<file path="src/rtl/fme_mmio_csr_pkg.sv">
// fme_mmio_csr_pkg: shared types and constants for the FME MMIO-to-CSR bridge.
//   state_e        bridge FSM states
//   RESP_OKAY      AXI OKAY response code
//   RESP_SLVERR    AXI SLVERR response code
//   cmd_t          command captured from AW/AR (+W), sized by the CMD_* widths
package fme_mmio_csr_pkg;

   localparam int CMD_ADDR_W = 20;
   localparam int CMD_DATA_W = 64;
   localparam int CMD_ID_W   = 9;
   localparam int CMD_STRB_W = CMD_DATA_W / 8;

   localparam logic [1:0] RESP_OKAY   = 2'b00;
   localparam logic [1:0] RESP_SLVERR = 2'b10;

   typedef enum logic [2:0] {
      IDLE,
      WR_ADDR_DONE,
      WR_DRAIN,
      CSR_WR,
      WR_RESP,
      CSR_RD,
      RD_RESP,
      RD_ERR
   } state_e;

   typedef struct packed {
      logic [CMD_ID_W-1:0]   id;
      logic [CMD_ADDR_W-1:0] addr;
      logic [7:0]            len;
      logic [CMD_DATA_W-1:0] wdata;
      logic [CMD_STRB_W-1:0] wstrb;
      logic                  is_wr;
   } cmd_t;

endpackage

</file>
<file path="src/rtl/fme_csr_tmo_cnt.sv">
// fme_csr_tmo_cnt: CSR acknowledge timeout counter.
//   clk, rst_n   clock, async active-low reset
//   run          high while a CSR request is outstanding; low clears the count
//   expired      high in the TMO_CYC-th consecutive cycle of run without release
module fme_csr_tmo_cnt #(
   parameter int TMO_CYC = 512
) (
   input  logic clk,
   input  logic rst_n,
   input  logic run,
   output logic expired
);

   localparam int CNT_W = $clog2(TMO_CYC + 1);

   logic [CNT_W-1:0] cnt_q, cnt_d;

   always_comb cnt_d = run ? cnt_q + 1'b1 : '0;

   always_ff @(posedge clk or negedge rst_n) begin
      if (!rst_n) cnt_q <= '0;
      else        cnt_q <= cnt_d;
   end

   assign expired = run && (cnt_q == CNT_W'(TMO_CYC - 1));

endmodule

</file>
<file path="src/rtl/fme_mmio_csr_bridge.sv">
// fme_mmio_csr_bridge: AXI4-MM MMIO slave to single-outstanding FME CSR req/ack port.
//   clk, rst_n                         clock, async active-low reset
//   aw*/w*/b*                          AXI write channels (awlen != 0 -> drained, SLVERR)
//   ar*/r*                             AXI read channels  (arlen != 0 -> arlen+1 SLVERR beats)
//   csr_req/csr_wr/csr_addr/
//   csr_wdata/csr_wstrb                CSR command, held until csr_ack
//   csr_ack/csr_rdata                  one-cycle CSR completion
// Optional: define FME_CSR_TIMEOUT_EN to abort a CSR access with SLVERR after
// TMO_CYC cycles without csr_ack (reads then return all-ones).
module fme_mmio_csr_bridge
   import fme_mmio_csr_pkg::*;
#(
   parameter int ADDR_W  = CMD_ADDR_W,
   parameter int DATA_W  = CMD_DATA_W,
   parameter int ID_W    = CMD_ID_W,
   parameter int TMO_CYC = 512
) (
   input  logic                clk,
   input  logic                rst_n,
   input  logic                awvalid,
   output logic                awready,
   input  logic [ID_W-1:0]     awid,
   input  logic [ADDR_W-1:0]   awaddr,
   input  logic [7:0]          awlen,
   input  logic                wvalid,
   output logic                wready,
   input  logic [DATA_W-1:0]   wdata,
   input  logic [DATA_W/8-1:0] wstrb,
   input  logic                wlast,
   output logic                bvalid,
   input  logic                bready,
   output logic [ID_W-1:0]     bid,
   output logic [1:0]          bresp,
   input  logic                arvalid,
   output logic                arready,
   input  logic [ID_W-1:0]     arid,
   input  logic [ADDR_W-1:0]   araddr,
   input  logic [7:0]          arlen,
   output logic                rvalid,
   input  logic                rready,
   output logic [ID_W-1:0]     rid,
   output logic [DATA_W-1:0]   rdata,
   output logic [1:0]          rresp,
   output logic                rlast,
   output logic                csr_req,
   output logic                csr_wr,
   output logic [ADDR_W-1:0]   csr_addr,
   output logic [DATA_W-1:0]   csr_wdata,
   output logic [DATA_W/8-1:0] csr_wstrb,
   input  logic                csr_ack,
   input  logic [DATA_W-1:0]   csr_rdata
);

   state_e              state_q, state_d;
   cmd_t                cmd_q, cmd_d;
   logic                wr_pri_q, wr_pri_d;
   logic                awready_q, awready_d;
   logic                arready_q, arready_d;
   logic                wready_q, wready_d;
   logic                csr_req_q, csr_req_d;
   logic                bvalid_q, bvalid_d;
   logic [1:0]          bresp_q, bresp_d;
   logic                rvalid_q, rvalid_d;
   logic [1:0]          rresp_q, rresp_d;
   logic [DATA_W-1:0]   rdata_q, rdata_d;
   logic                rlast_q, rlast_d;
   logic                grant_rd, grant_wr, ok, tmo;

`ifdef FME_CSR_TIMEOUT_EN
   fme_csr_tmo_cnt #(.TMO_CYC(TMO_CYC)) u_tmo (
      .clk     (clk),
      .rst_n   (rst_n),
      .run     (csr_req_q),
      .expired (tmo)
   );
`else
   // No timeout in this build: the bridge waits for csr_ack indefinitely.
   assign tmo = (TMO_CYC < 0);
`endif

   // wr_pri_q=0 favours read when AW and AR collide; flips on every grant.
   assign grant_rd = arvalid && (!awvalid || !wr_pri_q);
   assign grant_wr = awvalid && !grant_rd;
   // An ack only counts while the request is actually on the port.
   assign ok       = csr_req_q && csr_ack;

   always_comb begin
      state_d   = state_q;
      cmd_d     = cmd_q;
      wr_pri_d  = wr_pri_q;
      awready_d = 1'b0;
      arready_d = 1'b0;
      wready_d  = 1'b0;
      csr_req_d = 1'b0;
      bvalid_d  = bvalid_q;
      bresp_d   = bresp_q;
      rvalid_d  = rvalid_q;
      rresp_d   = rresp_q;
      rdata_d   = rdata_q;
      rlast_d   = rlast_q;
      case (state_q)
         IDLE: if (grant_rd || grant_wr) begin
            // AXI holds the payload stable while valid is high, so it is
            // captured at grant; the ready pulse completes the handshake.
            wr_pri_d    = ~wr_pri_q;
            arready_d   = grant_rd;
            awready_d   = grant_wr;
            cmd_d.is_wr = grant_wr;
            cmd_d.id    = grant_rd ? arid : awid;
            cmd_d.addr  = grant_rd ? araddr : awaddr;
            cmd_d.len   = grant_rd ? arlen : awlen;
            state_d     = grant_rd ? (arlen == 8'd0 ? CSR_RD : RD_ERR)
                                   : (awlen == 8'd0 ? WR_ADDR_DONE : WR_DRAIN);
         end
         WR_ADDR_DONE: if (wready_q && wvalid) begin
            cmd_d.wdata = wdata;
            cmd_d.wstrb = wstrb;
            state_d     = CSR_WR;
         end else begin
            wready_d = 1'b1;
         end
         WR_DRAIN: if (wready_q && wvalid && wlast) begin
            bvalid_d = 1'b1;
            bresp_d  = RESP_SLVERR;
            state_d  = WR_RESP;
         end else begin
            wready_d = 1'b1;
         end
         CSR_WR, CSR_RD: if (ok || tmo) begin
            if (cmd_q.is_wr) begin
               bvalid_d = 1'b1;
               bresp_d  = ok ? RESP_OKAY : RESP_SLVERR;
               state_d  = WR_RESP;
            end else begin
               rvalid_d = 1'b1;
               rresp_d  = ok ? RESP_OKAY : RESP_SLVERR;
               rdata_d  = ok ? csr_rdata : '1;
               rlast_d  = 1'b1;
               state_d  = RD_RESP;
            end
         end else begin
            csr_req_d = 1'b1;
         end
         WR_RESP: if (bready) begin
            bvalid_d = 1'b0;
            state_d  = IDLE;
         end
         RD_RESP: if (rready) begin
            rvalid_d = 1'b0;
            state_d  = IDLE;
         end
         RD_ERR: if (!rvalid_q) begin
            rvalid_d = 1'b1;
            rresp_d  = RESP_SLVERR;
            rdata_d  = '0;
            rlast_d  = 1'b0;
         end else if (rready) begin
            // cmd.len doubles as the down-counting beat counter.
            if (rlast_q) begin
               rvalid_d = 1'b0;
               state_d  = IDLE;
            end else begin
               cmd_d.len = cmd_q.len - 8'd1;
               rlast_d   = (cmd_q.len == 8'd1);
            end
         end
         default: state_d = IDLE;
      endcase
   end

   always_ff @(posedge clk or negedge rst_n) begin
      if (!rst_n) begin
         state_q   <= IDLE;
         cmd_q     <= '0;
         wr_pri_q  <= 1'b0;
         awready_q <= 1'b0;
         arready_q <= 1'b0;
         wready_q  <= 1'b0;
         csr_req_q <= 1'b0;
         bvalid_q  <= 1'b0;
         bresp_q   <= 2'b00;
         rvalid_q  <= 1'b0;
         rresp_q   <= 2'b00;
         rdata_q   <= '0;
         rlast_q   <= 1'b0;
      end else begin
         state_q   <= state_d;
         cmd_q     <= cmd_d;
         wr_pri_q  <= wr_pri_d;
         awready_q <= awready_d;
         arready_q <= arready_d;
         wready_q  <= wready_d;
         csr_req_q <= csr_req_d;
         bvalid_q  <= bvalid_d;
         bresp_q   <= bresp_d;
         rvalid_q  <= rvalid_d;
         rresp_q   <= rresp_d;
         rdata_q   <= rdata_d;
         rlast_q   <= rlast_d;
      end
   end

   assign awready   = awready_q;
   assign arready   = arready_q;
   assign wready    = wready_q;
   assign bvalid    = bvalid_q;
   assign bid       = cmd_q.id;
   assign bresp     = bresp_q;
   assign rvalid    = rvalid_q;
   assign rid       = cmd_q.id;
   assign rdata     = rdata_q;
   assign rresp     = rresp_q;
   assign rlast     = rlast_q;
   assign csr_req   = csr_req_q;
   assign csr_wr    = cmd_q.is_wr;
   assign csr_addr  = cmd_q.addr;
   assign csr_wdata = cmd_q.wdata;
   assign csr_wstrb = cmd_q.wstrb;

endmodule

</file>
<file path="config.mk">
export PLATFORM = sky130hd
export DESIGN_NAME = fme_mmio_csr_bridge
export DESIGN_NICKNAME = d
export VERILOG_FILES = /design/src/rtl/fme_mmio_csr_pkg.sv /design/src/rtl/fme_csr_tmo_cnt.sv /design/src/rtl/fme_mmio_csr_bridge.sv
export SDC_FILE = /design/constraint.sdc
export NUM_CORES = 1
export LEC_CHECK = 0
export ABC_AREA = 1
export CORE_AREA = 2 2 159 161
export DETAILED_ROUTE_END_ITERATION = 12
export DIE_AREA = 0 0 161 163
export GPL_TIMING_DRIVEN = 0
export PLACE_DENSITY = 0.72
export SETUP_SLACK_MARGIN = 0.05
export SYNTH_ARGS = -nofsm -noshare
export SYNTH_HDL_FRONTEND = slang
export SYNTH_HIERARCHICAL = 1
export SYNTH_SLANG_ARGS = --single-unit
</file>
<file path="constraint.sdc">
create_clock -name clk -period 1.9 [get_ports clk]
set_input_delay 0.38 -clock clk [delete_from_list [all_inputs] [get_ports clk]]
set_output_delay 0.38 -clock clk [all_outputs]
set_load 0.005 [all_outputs]
</file>
## Word level (Yosys, flattened, before mapping)

Index checks and enable logic that the tools add are counted.

| word-level totals | value |
|---|---|
| word-level logic and storage cells | 129 |
| output and inout port bits | 186 |
| flip-flop bits (word level) | 189 |

| operators by class | value |
|---|---|
| reductions and logical operators | 28 |
| multiplexer cells | 59 |
| add/sub/neg operators | 1 |
| equality and inequality tests | 22 |
| bitwise gates (word level) | 1 |

Operators with widths:

| cell | number |
|---|---|
| two-way mux 64 bit | 3 |
| case mux 64 bit (2 select lines) | 1 |
| two-way mux 8 bit | 5 |
| two-way mux 3 bit | 10 |
| != test 2 bit, second input constant | 13 |
| two-way mux 1 bit | 21 |
| case mux 3 bit (7 select lines) | 1 |
| two-way mux 20 bit | 1 |
| two-way mux 2 bit | 9 |
| logical NOT 8 bit | 2 |
| case mux 8 bit (2 select lines) | 1 |
| AND reduction 4 bit | 4 |
| equality test 3 bit, second input constant | 4 |
| AND reduction 5 bit | 2 |
| two-way mux 9 bit | 1 |
| AND reduction 9 bit | 1 |
| equality test 8 x 1 -> 1 bit, second input constant | 1 |
| case mux 2 bit (2 select lines) | 2 |
| subtractor 8 x 1 -> 8 bit, second input constant | 1 |
| equality test 3 x 2 -> 1 bit, second input constant | 2 |
| case mux 1 bit (3 select lines) | 2 |
| nonzero test 2 bit | 3 |
| nonzero test 3 bit | 2 |
| logical AND 1 bit | 5 |
| other kinds (9) | 14 |

## Longest topological paths before layout

Gate-level depths: netlist of run 1.

| logic depth | value |
|---|---|
| word-level depth | 8 |
| mapped depth | 10 |

## Least setup slack after synthesis of run 1

No wires, ideal clock.

| timing path | value |
|---|---|
| path type | reg2reg |
| from | register state_q[1] |
| to | register rdata_q[53] (netlist: rdata[53]) |
| buffers on the path | 2 |
| clock period less this slack | 1.428 ns |
| slack | 0.472 ns |
| arrival | 1.363 ns |
| data required time | 1.834 ns |
| library setup time | 0.066 ns |
| cell stages (with the launch flop) | 9 |
| cells stage by stage | dfrtp_1 nand2_4 clkinv_1 o21ai_1 o21bai_4 buf_6 buf_8 nand2_2 nand2_1 |

| on the way | value |
|---|---|
| longest elaborated chain between the ends | 4 |
| elaborated cells on any way between the ends | 10 |
| those cells by class | 6 x eq/ne; 1 x mux; 3 x reduce/logical |

RTL lines:

| what | RTL line | text |
|---|---|---|
| from (decl) | fme_mmio_csr_bridge.sv:54 | `state_e state_q, state_d;` |
| from (signal assigned) | fme_mmio_csr_bridge.sv:187 | `state_q <= state_d;` |
| equality test 3 x 2 -> 1 bit or equality test 3 bit (tied branches) | fme_mmio_csr_bridge.sv:101 | `case (state_q)` |
| OR reduction 2 bit | fme_mmio_csr_bridge.sv:101 |  |
| != test 2 bit (no line) or nonzero test 2 bit (tied branches) | n/a |  |
| AND reduction 4 bit (no line) | n/a |  |
| to (signal assigned) | fme_mmio_csr_bridge.sv:198 | `rdata_q <= rdata_d;` |
| to (decl) | fme_mmio_csr_bridge.sv:65 | `logic [DATA_W-1:0] rdata_q, rdata_d;` |

Parallel ways exist; a longest one is shown, timed or not.
A chain may end at the register's enable or synchronous reset.

## Worst setup path after layout of run 1

| timing path | value |
|---|---|
| from | register cmd_q, in the netlist bid[1] |
| to | output port rid[1] |

RTL lines:

| what | RTL line | text |
|---|---|---|
| from (decl) | fme_mmio_csr_bridge.sv:55 | `cmd_t cmd_q, cmd_d;` |
| from (signal assigned) | fme_mmio_csr_bridge.sv:188 | `cmd_q <= cmd_d;` |
| to (decl) | fme_mmio_csr_bridge.sv:41 | `output logic [ID_W-1:0] rid,` |

No word-level cell between the ends.

==> flow_summary.json, run 1 <==
{
  "post-synth-top-area-cell": "dfrtp_1",
  "start_util_pct": 36.34,
  "drt_pass1_iterations": 5,
  "cts_root_buffer": "clkbuf_16",
  "timing.final.hold_violations": 0,
  "final_nets": 1583,
  "gp_congestion": 0.8428,
  "drcViolationCount": 0,
  "num_rows": 58,
  "worstSetupStartpoint": "bid[1]",
  "synthDistinctLibCells": 30,
  "wl_per_cell_um": 16.01,
  "via_per_inst": 4.572,
  "grt_use_total_pct": 20.63,
  "fin_area_um2": 14090,
  "first_iter_violations": 389,
  "worst_pin_slew_ns": 0.7749,
  "reg2regPathDepth": 7,
  "worstSetupEndpoint": "rid[1]",
  "synth_most_common_cell": "nand2_1",
  "crit_family": "buffers and inverters",
  "fin_skew_ns": 0.01329,
  "synth-seq-cells": 187,
  "irDropWorstVdd_mv": 0.5337,
  "cp-end-kind": "primary output",
  "vias": 7799,
  "path_depth": 2,
  "relSlewSlack_pct": 48.34,
  "yosysSeqAreaShare_pct": 52.19,
  "numCtsBuffers": 17,
  "power.density_nw_per_um2": 1303,
  "synth_edf_count": 0,
  "yosysWarningCount": 6,
  "yosysTopAreaCellShare_pct": 52.19,
  "clkSinkCount": 187,
  "grt_max_degree": 98,
  "die_y_um": 163,
  "dpl_cell_area_um2": 13440,
  "synth_area_leaders": "dfrtp_1 (52%), buf_4 (9.5%), nand2_1 (9.3%)",
  "worstPathArrival_ns": 1.43,
  "r2r_end": "csr_addr[11]",
  "hold_path.class": "flip-flop to flip-flop",
  "cp_slowest_cell": "clkdlybuf4s50_1",
  "power_w": 0.01837,
  "fin_crit_sh_pct": 95.25,
  "antenna_found_initial": 2,
  "grt-ovfl-total": 0,
  "die_w_um": 161,
  "period_needed_ns": 1.810,
  "drive_gt1_share_pct": 21.03,
  "worstSetupStartpointType": "flip-flop",
  "path_class": "flip-flop to primary output",
  "rsz0062_at_grt": "no",
  "ys_top_cells_by_count": "nand2_1 (222), dfrtp_1 (187), buf_4 (114)",
  "status": "finished clean",
  "worst-r2r-setup-slack_ns": 0.25,
  "postSynthAreaPerCell_um2": 9.610,
  "io_pins": 405,
  "finalWirelength_um": 27310,
  "setup_violations": 0,
  "cts_tree": "built",
  "drtAntennaViolNets": 0,
  "worstPathCellList": "buf_4 > clkdlybuf4s50_1",
  "path_max_fanout": 3,
  "drv_slew": 0,
  "fp.dieArea_um2": 26240,
  "clk_latency_ns": 0.43,
  "hpwlAfterDp_um": 21210,
  "area_delta_synth_final_pct": 57.19,
  "grt_pass1_vias": 7592,
  "setup_slack_ns": 0.09026,
  "fin_util_pct": 57.12,
  "port_buffers": 402,
  "async_reset_ff_share_pct": 100.0,
  "cts_buffer_depth": 2,
  "crit_buf_inv": 2,
  "grt_pass1_wl_um": 42140,
  "ys.flop_type": "dfrtp_1",
  "syn-instance-count": 933,
  "coreArea_um2": 24670,
  "cp_slowest_stage_delay_ns": 0.48,
  "fin_tns_setup_ns": 0,
  "h-tree-depth": 4,
  "clk_pin_slew_worst_paths_ns": 0.07,
  "cap_violations": 0,
  "critPathRequiredTime_ns": 1.52,
  "reg2reg_from": "state_q[2]",
  "pre_cts_slack_ns": -0.3995,
  "p_leak_nw": 6.839,
  "fmax_mhz": 552.6,
  "netlist_area_um2": 8966
}
==> metrics by stage <==
step	hold WS [ns]	instances
detailed placement	0.4573	1667
floorplan	0.08441	934
global route	0.4943	1706
global placement	0.4536	1666
CTS	0.4754	1700
finish	0.4717	1706
==> registers in the layout, summed over array words and instances (netlist names) <==
| name | flops |
|---|---|
| bid | 9 |
| csr_addr | 20 |
| wr_pri_q | 1 |
| rvalid | 1 |
| arready | 1 |
| csr_req | 1 |
| rdata | 64 |
| awready | 1 |
| bresp | 1 |
| csr_wr | 1 |
| state_q | 3 |
| csr_wdata | 64 |
| bvalid | 1 |
| rresp | 1 |
| cmd_q | 8 |
| csr_wstrb | 8 |
| rlast | 1 |
| wready | 1 |
==> worst min-delay path by stage <==
stage	from	endpoint	cells past startpoint
3_5_place_dp	rst_n	csr_wdata[22]	1
6_report	bvalid	bvalid	2
2_1_floorplan	rst_n	arready	0
5_1_grt	csr_rdata[35]	rdata[35]	3
4_1_cts	rdata[31]	rdata[31]	2
3_3_place_gp	rdata[21]	rdata[21]	2
==> layout by cell type (no fill, tap or decap), types with 2 or more instances in the layout <==
cell type        count
inv_2                3
dlygate4sd2_1        4
buf_6                8
nand4_1              6
nor2_1              31
o21ai_0             14
nor3_1               2
dlymetal6s2s_1       5
clkinvlp_4           3
nand3_1             88
nand2_2             14
buf_2               21
o21ai_1              6
clkbuf_16           17
inv_1               54
clkbuf_2             8
mux2_2              72
buf_4              118
inv_8                3
clkbuf_1             6
a21oi_1             32
a22oi_1             29
dfrtp_1            183
ha_1                 2
buf_8                2
nor2_4               3
conb_1               2
clkinv_4             5
diode_2              2
dfrtp_2              4
clkdlybuf4s50_1    392
nand2_1            222
o211ai_1             2
clkinv_8             2
==> cells by family after synthesis <==
group                    after synthesis  synth area share, %
AO/OA/AOI/OAI                         84                5.707
adder cells (fa/ha/maj)                2               0.2791
XOR/XNOR                               2               0.1954
AND/OR/NAND/NOR                      369                17.72
other                                  1              0.04182
multiplexers                          72                9.043
buffers and inverters                216                14.82
flip-flops                           187                52.19
==> per-layer routing <==
layer / track usage, % / up-vias / wire length [um]
met2: 36.29 / 257 / 14050
met1: 25.07 / 3710 / 11070
met5: 0 / - / 0
met3: 4.278 / 41 / 1508
li1: - / 3791 / -
met4: 7.508 / 0 / 679
==> worst min-delay path: stages, from the launching register on <==
cell,delay [ns]
dfrtp_1,0.35
nand2_1,0.05
nand2_1,0.04
==> timing repair <==
action | in CTS | in global routing
endpoints found under the setup margin | 18 | 85
buffers inserted | 1 | 4
resized for setup | 8 | 25
hold buffers | 1 | 0
endpoints found under the hold margin | 4 | 0
==> power breakdown <==
part / internal, W / switching (W)
Combinational: 0.00526 / 0.00327
Clock: 0.00173 / 0.00171
Sequential: 0.00547 / 0.000926
Total: 0.0125 / 0.00591
==> cell type report <==
class | instances | area [um2]
buffer | 157 | 1121
timing repair buffer | 409 | 4111
tap | 330 | 412.9
sequential | 187 | 4684
inverter | 59 | 225.2
multi-input combinational | 531 | 2970
clock buffer | 18 | 429.2
clock inverter | 13 | 133.9
antenna | 2 | 5.005
fill | 2178 | 10580
Power figures use the tool's default switching activity.
==> run 2, diff against run 1 <==
--- a/config.mk
+++ b/config.mk
@@ -5,13 +5,13 @@
 export SDC_FILE = /design/constraint.sdc
 export NUM_CORES = 1
 export LEC_CHECK = 0
-export ABC_AREA = 1
-export CORE_AREA = 2 2 159 161
+export ABC_AREA = 0
+export CORE_AREA = 2 2 157 159
 export DETAILED_ROUTE_END_ITERATION = 12
-export DIE_AREA = 0 0 161 163
+export DIE_AREA = 0 0 159 161
 export GPL_TIMING_DRIVEN = 0
 export PLACE_DENSITY = 0.72
-export SETUP_SLACK_MARGIN = 0.05
+export SETUP_SLACK_MARGIN = 0.2
 export SYNTH_ARGS = -nofsm -noshare
 export SYNTH_HDL_FRONTEND = slang
 export SYNTH_HIERARCHICAL = 1
==> flow_summary.json, run 2 <==
{
  "finalWirelength_um": 26710,
  "multi_input_area_um2": 3019,
  "dpl_cell_area_um2": 13000,
  "coreArea_um2": 23960,
  "worstPathArrival_ns": 2.11,
  "clkSinkCount": 187,
  "drtAntennaViolNets": 0,
  "wl_met3_um": 2172,
  "fin_area_um2": 14400,
  "io_pins": 405,
  "synth_edf_count": 0,
  "ys_top_cells_by_count": "dfrtp_1 (187), buf_4 (117), mux2_2 (74)",
  "clk_latency_ns": 0.43,
  "worst_pin_slew_ns": 0.6304,
  "ys.flop_type": "dfrtp_1",
  "final_nets": 1412,
  "critPathRequiredTime_ns": 2.24,
  "syn-instance-count": 704,
  "numCtsBuffers": 17,
  "die_w_um": 159,
  "period_needed_ns": 1.771,
  "cap_violations": 0,
  "wl_per_cell_um": 17.49,
  "synth_area_leaders": "dfrtp_1 (55%), buf_4 (10%), mux2_2 (9.8%)",
  "power.density_nw_per_um2": 1231,
  "async_reset_ff_share_pct": 100.0,
  "fin_crit_sh_pct": 93.20,
  "grt_max_degree": 118,
  "netlist_area_um2": 8537,
  "cp-end-kind": "flip-flop",
  "p_leak_nw": 7.342,
  "irDropWorstVdd_mv": 0.5474,
  "port_buffers": 402,
  "clk_pin_slew_worst_paths_ns": 0.07,
  "drt_pass1_iterations": 4,
  "drv_slew": 0,
  "worstSetupStartpoint": "state_q[1]",
  "fill_cells": 2059,
  "rsz0062_at_grt": "yes",
  "p_switching_w": 0.005687,
  "gp_congestion": 0.8670,
  "first_iter_violations": 289,
  "fin_skew_ns": 0.01450,
  "worst-r2r-setup-slack_ns": 0.13,
  "setup_violations": 0,
  "timing.final.hold_violations": 0,
  "postSynthAreaPerCell_um2": 12.13,
  "fin_tns_setup_ns": 0,
  "drive_gt1_share_pct": 29.84,
  "yosysTopAreaCellShare_pct": 54.81,
  "h-tree-depth": 4,
  "die_y_um": 161,
  "worstSetupStartpointType": "flip-flop",
  "fp.dieArea_um2": 25600,
  "status": "finished clean",
  "drcViolationCount": 0,
  "num_rows": 57,
  "reg2reg_from": "state_q[1]",
  "pwr-share-comb_pct": 45.5,
  "highest_layer": "met4",
  "cts_tree": "built",
  "final_cell_mix": "clkdlybuf4s50_1 (221), dfrtp_1 (182), buf_4 (168)",
  "synthDistinctLibCells": 49,
  "start_util_pct": 35.63,
  "vias": 7214,
  "intPower_w": 0.01204,
  "seqPwrFrac_pct": 34.9,
  "drt-met1-wl_um": 10600,
  "yosysWarningCount": 6,
  "hold_path.class": "input pin to flip-flop",
  "path_class": "flip-flop to flip-flop",
  "p_clk_share_pct": 19.6,
  "layout_commonest_cell": "clkdlybuf4s50_1",
  "relSlewSlack_pct": 57.97,
  "grt_pass1_wl_um": 40110,
  "grt-ovfl-total": 0,
  "via_per_inst": 4.724,
  "area_delta_synth_final_pct": 68.72,
  "synth-seq-cells": 187,
  "yosysSeqAreaShare_pct": 54.81,
  "antenna_cells": 0,
  "path_max_fanout": 10,
  "grt_use_total_pct": 19.86,
  "post-synth-top-area-cell": "dfrtp_1",
  "cts_root_buffer": "clkbuf_16",
  "wl_met2_um": 13100,
  "synth_most_common_cell": "dfrtp_1",
  "antenna_found_initial": 0,
  "cts_buffer_depth": 2,
  "grt_pass1_vias": 7285,
  "fmax_mhz": 564.7,
  "regArea_um2": 4686,
  "power.switching_fraction_pct": 32.08,
  "hold_start": "awvalid",
  "hpwlAfterDp_um": 19160
}
==> run 2: cell types whose count changed in the layout (fill, tap and decap cells not counted), moves of 9 or more <==
cell,delta
buf_6,+13
nand2_1,-212
dlymetal6s2s_1,+20
nor2_1,+9
dlygate4sd2_1,+142
inv_1,-49
a22o_1,+68
clkdlybuf4s50_1,-171
buf_2,-18
mux2i_1,+32
a22oi_1,-29
nand2_2,-13
nand3_1,-83
buf_4,+50
==> run 2: power groups by stage <==
stage / Clock (W) / Sequential, W / Combinational, W
2_1_floorplan: 0 / 0.00614 / 0.00373
3_3_place_gp: 0 / 0.00629 / 0.00763
3_5_place_dp: 0 / 0.00631 / 0.00777
4_1_cts: 0.00357 / 0.00620 / 0.00773
5_1_grt: 0.00372 / 0.00638 / 0.00873
6_report: 0.00347 / 0.00620 / 0.00806
==> run 2: worst max-delay path, cell delays in order (launching register included) <==
cell and delay (ns):
dfrtp_2 0.46, buf_6 0.18, and4b_1 0.22, a211o_4 0.35
or4_4 0.43, o211ai_2 0.07
==> run 2: timing repair <==
action | in CTS | in global routing
pin swaps | 9 | 17
hold buffers | 1 | 0
endpoints found under the setup margin | 335 | 192
hold endpoints to repair | 70 | 0
gates cloned | 1 | 8
setup buffers | 33 | 22
gates resized for setup | 214 | 106
==> run 2: cells by family (layout without fill, tap and decap cells) <==
group                      after synthesis  count (layout)  synth area share [%]
and+or+nand+nor                         98              98                 5.745
muxes                                  108             108                 13.75
adders and majority gates                4               4                0.5276
DFF                                    187             187                 54.81
other                                    1               2               0.04393
buffers and inverters                  156             653                 12.36
xor gates and xnor gates                 2               2                0.2052
AOI/OAI and AO/OA                      148             149                 12.56
==> run 2: per-layer routing <==
metal	global-route usage, %	up-vias
met4	7.190	0
met2	33.60	340
met3	6.523	44
met1	23.78	3465
li1	-	3365
met5	0	-
==> run 2: area by class of cell <==
type	instances	share of cell area (%)
timing repair buffer	467	31.27
inverter	5	0.1303
tap	324	2.814
sequential	187	32.53
buffer	150	8.391
multi-input combinational	363	20.96
clock buffer	18	2.980
clock inverter	13	0.9208
==> run 2: final timing paths <==
check                                end  depth (start not counted)
setup / recovery              state_q[1]                          5
min in group asynchronous  csr_wdata[11]                          2
hold / removal                   awready                          3
hold reg to reg                rdata[37]                          1
setup reg to reg              state_q[1]                          5
max in group asynchronous      rdata[43]                          3
==> run 2: through the flow <==
stage | setup WS (ns) | hold slack, ns | std cells | total power [W] | utilization [%]
3_3_place_gp | -7.557 | 0.4876 | 1431 | 0.01392 | 54.12
4_1_cts | 0.1189 | 0.4567 | 1498 | 0.01750 | 57.82
6_report | 0.1292 | 0.3508 | 1527 | 0.01773 | 60.11
2_1_floorplan | 0.2073 | 0.08441 | 705 | 0.009870 | -
3_5_place_dp | -0.6831 | 0.3685 | 1432 | 0.01407 | 54.26
5_1_grt | 0.06666 | 0.3581 | 1527 | 0.01883 | 60.11
==> run 3, diff against run 2 <==
--- a/config.mk
+++ b/config.mk
@@ -7,6 +7,7 @@
 export LEC_CHECK = 0
 export ABC_AREA = 0
 export CORE_AREA = 2 2 157 159
+export CTS_BUF_LIST = sky130_fd_sc_hd__clkbuf_16
 export DETAILED_ROUTE_END_ITERATION = 12
 export DIE_AREA = 0 0 159 161
 export GPL_TIMING_DRIVEN = 0
==> flow_summary.json, run 3 (synthesis results as in run 2) <==
{
  "die_y_um": 161,
  "start_util_pct": 35.63,
  "fin_tns_setup_ns": 0,
  "coreArea_um2": 23960,
  "fp.dieArea_um2": 25600,
  "path_max_fanout": 10,
  "drt_pass1_iterations": 4,
  "pre_cts_slack_ns": -0.6831,
  "grt_pass1_vias": 7285,
  "grt_max_degree": 118,
  "cts_buffer_depth": 2,
  "period_needed_ns": 1.770,
  "layout_commonest_cell": "clkdlybuf4s50_1",
  "cp-end-kind": "flip-flop",
  "drv_slew": 0,
  "vias": 7216,
  "fin_skew_ns": 0.01450,
  "grt_use_total_pct": 19.86,
  "fmax_mhz": 564.8,
  "wl_per_cell_um": 17.49,
  "path_class": "flip-flop to flip-flop",
  "worst_hold_slack_ns": 0.3508,
  "worstPathArrival_ns": 2.11,
  "cap_violations": 0,
  "p_leak_nw": 7.346,
  "clkSinkCount": 187,
  "dp_cells": 1432,
  "layoutNonFillerInstCount": 1527,
  "power_w": 0.01772,
  "hold_path.class": "input pin to flip-flop",
  "critPathRequiredTime_ns": 2.24,
  "finalWirelength_um": 26710,
  "antenna_found_initial": 0,
  "drive_gt1_share_pct": 29.84,
  "clk_latency_ns": 0.43,
  "power.density_nw_per_um2": 1230,
  "timing.final.hold_violations": 0,
  "fin_crit_sh_pct": 93.18,
  "final_cell_mix": "clkdlybuf4s50_1 (221), dfrtp_1 (182), buf_4 (168)",
  "io_pins": 405,
  "via_per_inst": 4.726,
  "h-tree-depth": 4,
  "cts_tree": "built",
  "num_rows": 57,
  "antenna_cells": 0,
  "relSlewSlack_pct": 57.97,
  "worstPathCellList": "buf_6 > and4b_1 > a211o_4 > or4_4 > o211ai_2",
  "port_buffers": 402,
  "drcViolationCount": 0,
  "die_w_um": 159,
  "irDropWorstVdd_mv": 0.5473,
  "clk_pin_slew_worst_paths_ns": 0.07,
  "worstSetupStartpointType": "flip-flop",
  "worst_pin_slew_ns": 0.6304,
  "cp_slowest_stage_delay_ns": 0.45,
  "gp_congestion": 0.8670,
  "setup_slack_ns": 0.1295,
  "area_delta_synth_final_pct": 68.72,
  "hpwlAfterDp_um": 19160,
  "final_nets": 1412,
  "setup_violations": 0,
  "cts_root_buffer": "clkbuf_16",
  "first_iter_violations": 289,
  "grt-ovfl-total": 0,
  "status": "finished clean",
  "cp_slowest_cell": "dfrtp_2",
  "numCtsBuffers": 17,
  "rsz0062_at_grt": "yes",
  "drtAntennaViolNets": 0,
  "grt_pass1_wl_um": 40110
}
[run 3: layout make-up]
type / instances / area [um2]
buffer: 150 / 1209
tap: 324 / 405.4
clock inverter: 14 / 136.4
fill: 2059 / 9559
multi-input combinational: 363 / 3019
timing repair buffer: 467 / 4504
clock buffer: 17 / 425.4
sequential: 187 / 4686
inverter: 5 / 18.77
[run 3: path summary, 6_finish.rpt]
kind	from	to	slack, ns	cells after the start
max in group asynchronous	rst_n	rdata[43]	0.40	3
setup / recovery	state_q[1]	state_q[1]	0.13	5
setup reg to reg	state_q[1]	state_q[1]	0.13	5
min in group asynchronous	rst_n	csr_wdata[11]	0.49	2
hold / removal	awvalid	awready	0.35	3
hold reg to reg	rdata[37]	rdata[37]	0.50	1
[run 3: power breakdown]
part           switching, W  internal, W  total [W]
Sequential         0.000826      0.00537    0.00620
Clock               0.00173      0.00174    0.00346
Combinational       0.00313      0.00493    0.00806
[run 3: layer usage]
metal	GRT usage, %	wire length [um]	vias up
li1	-	-	3365
met1	23.78	10600	3467
met2	33.60	13090	340
met3	6.523	2173	44
met4	7.190	839	0
met5	0	0	-
[run 3: metrics by stage]
step | util (%) | cell area, um2
after floorplan | - | 8541
after global placement | 54.12 | 12970
after detailed placement | 54.26 | 13000
after CTS | 57.82 | 13860
after global routing | 60.11 | 14400
final | 60.11 | 14400
[run 3: what timing repair did]
| item | CTS | global route |
|---|---|---|
| cloned | 1 | 8 |
| endpoints found under the setup margin | 335 | 192 |
| hold buffers | 1 | 0 |
| pin swaps | 9 | 17 |
| endpoints found under the hold margin | 70 | 0 |
| gates resized for setup | 214 | 106 |
| setup buffers | 33 | 22 |
[run 3: critical path: cells and delay by family (launching register included)]
family	cells	cell delay, ns
buffers and inverters	1	0.18
DFF	1	0.45
AOI/OAI and AO/OA	2	0.42
and+or+nand+nor	2	0.65
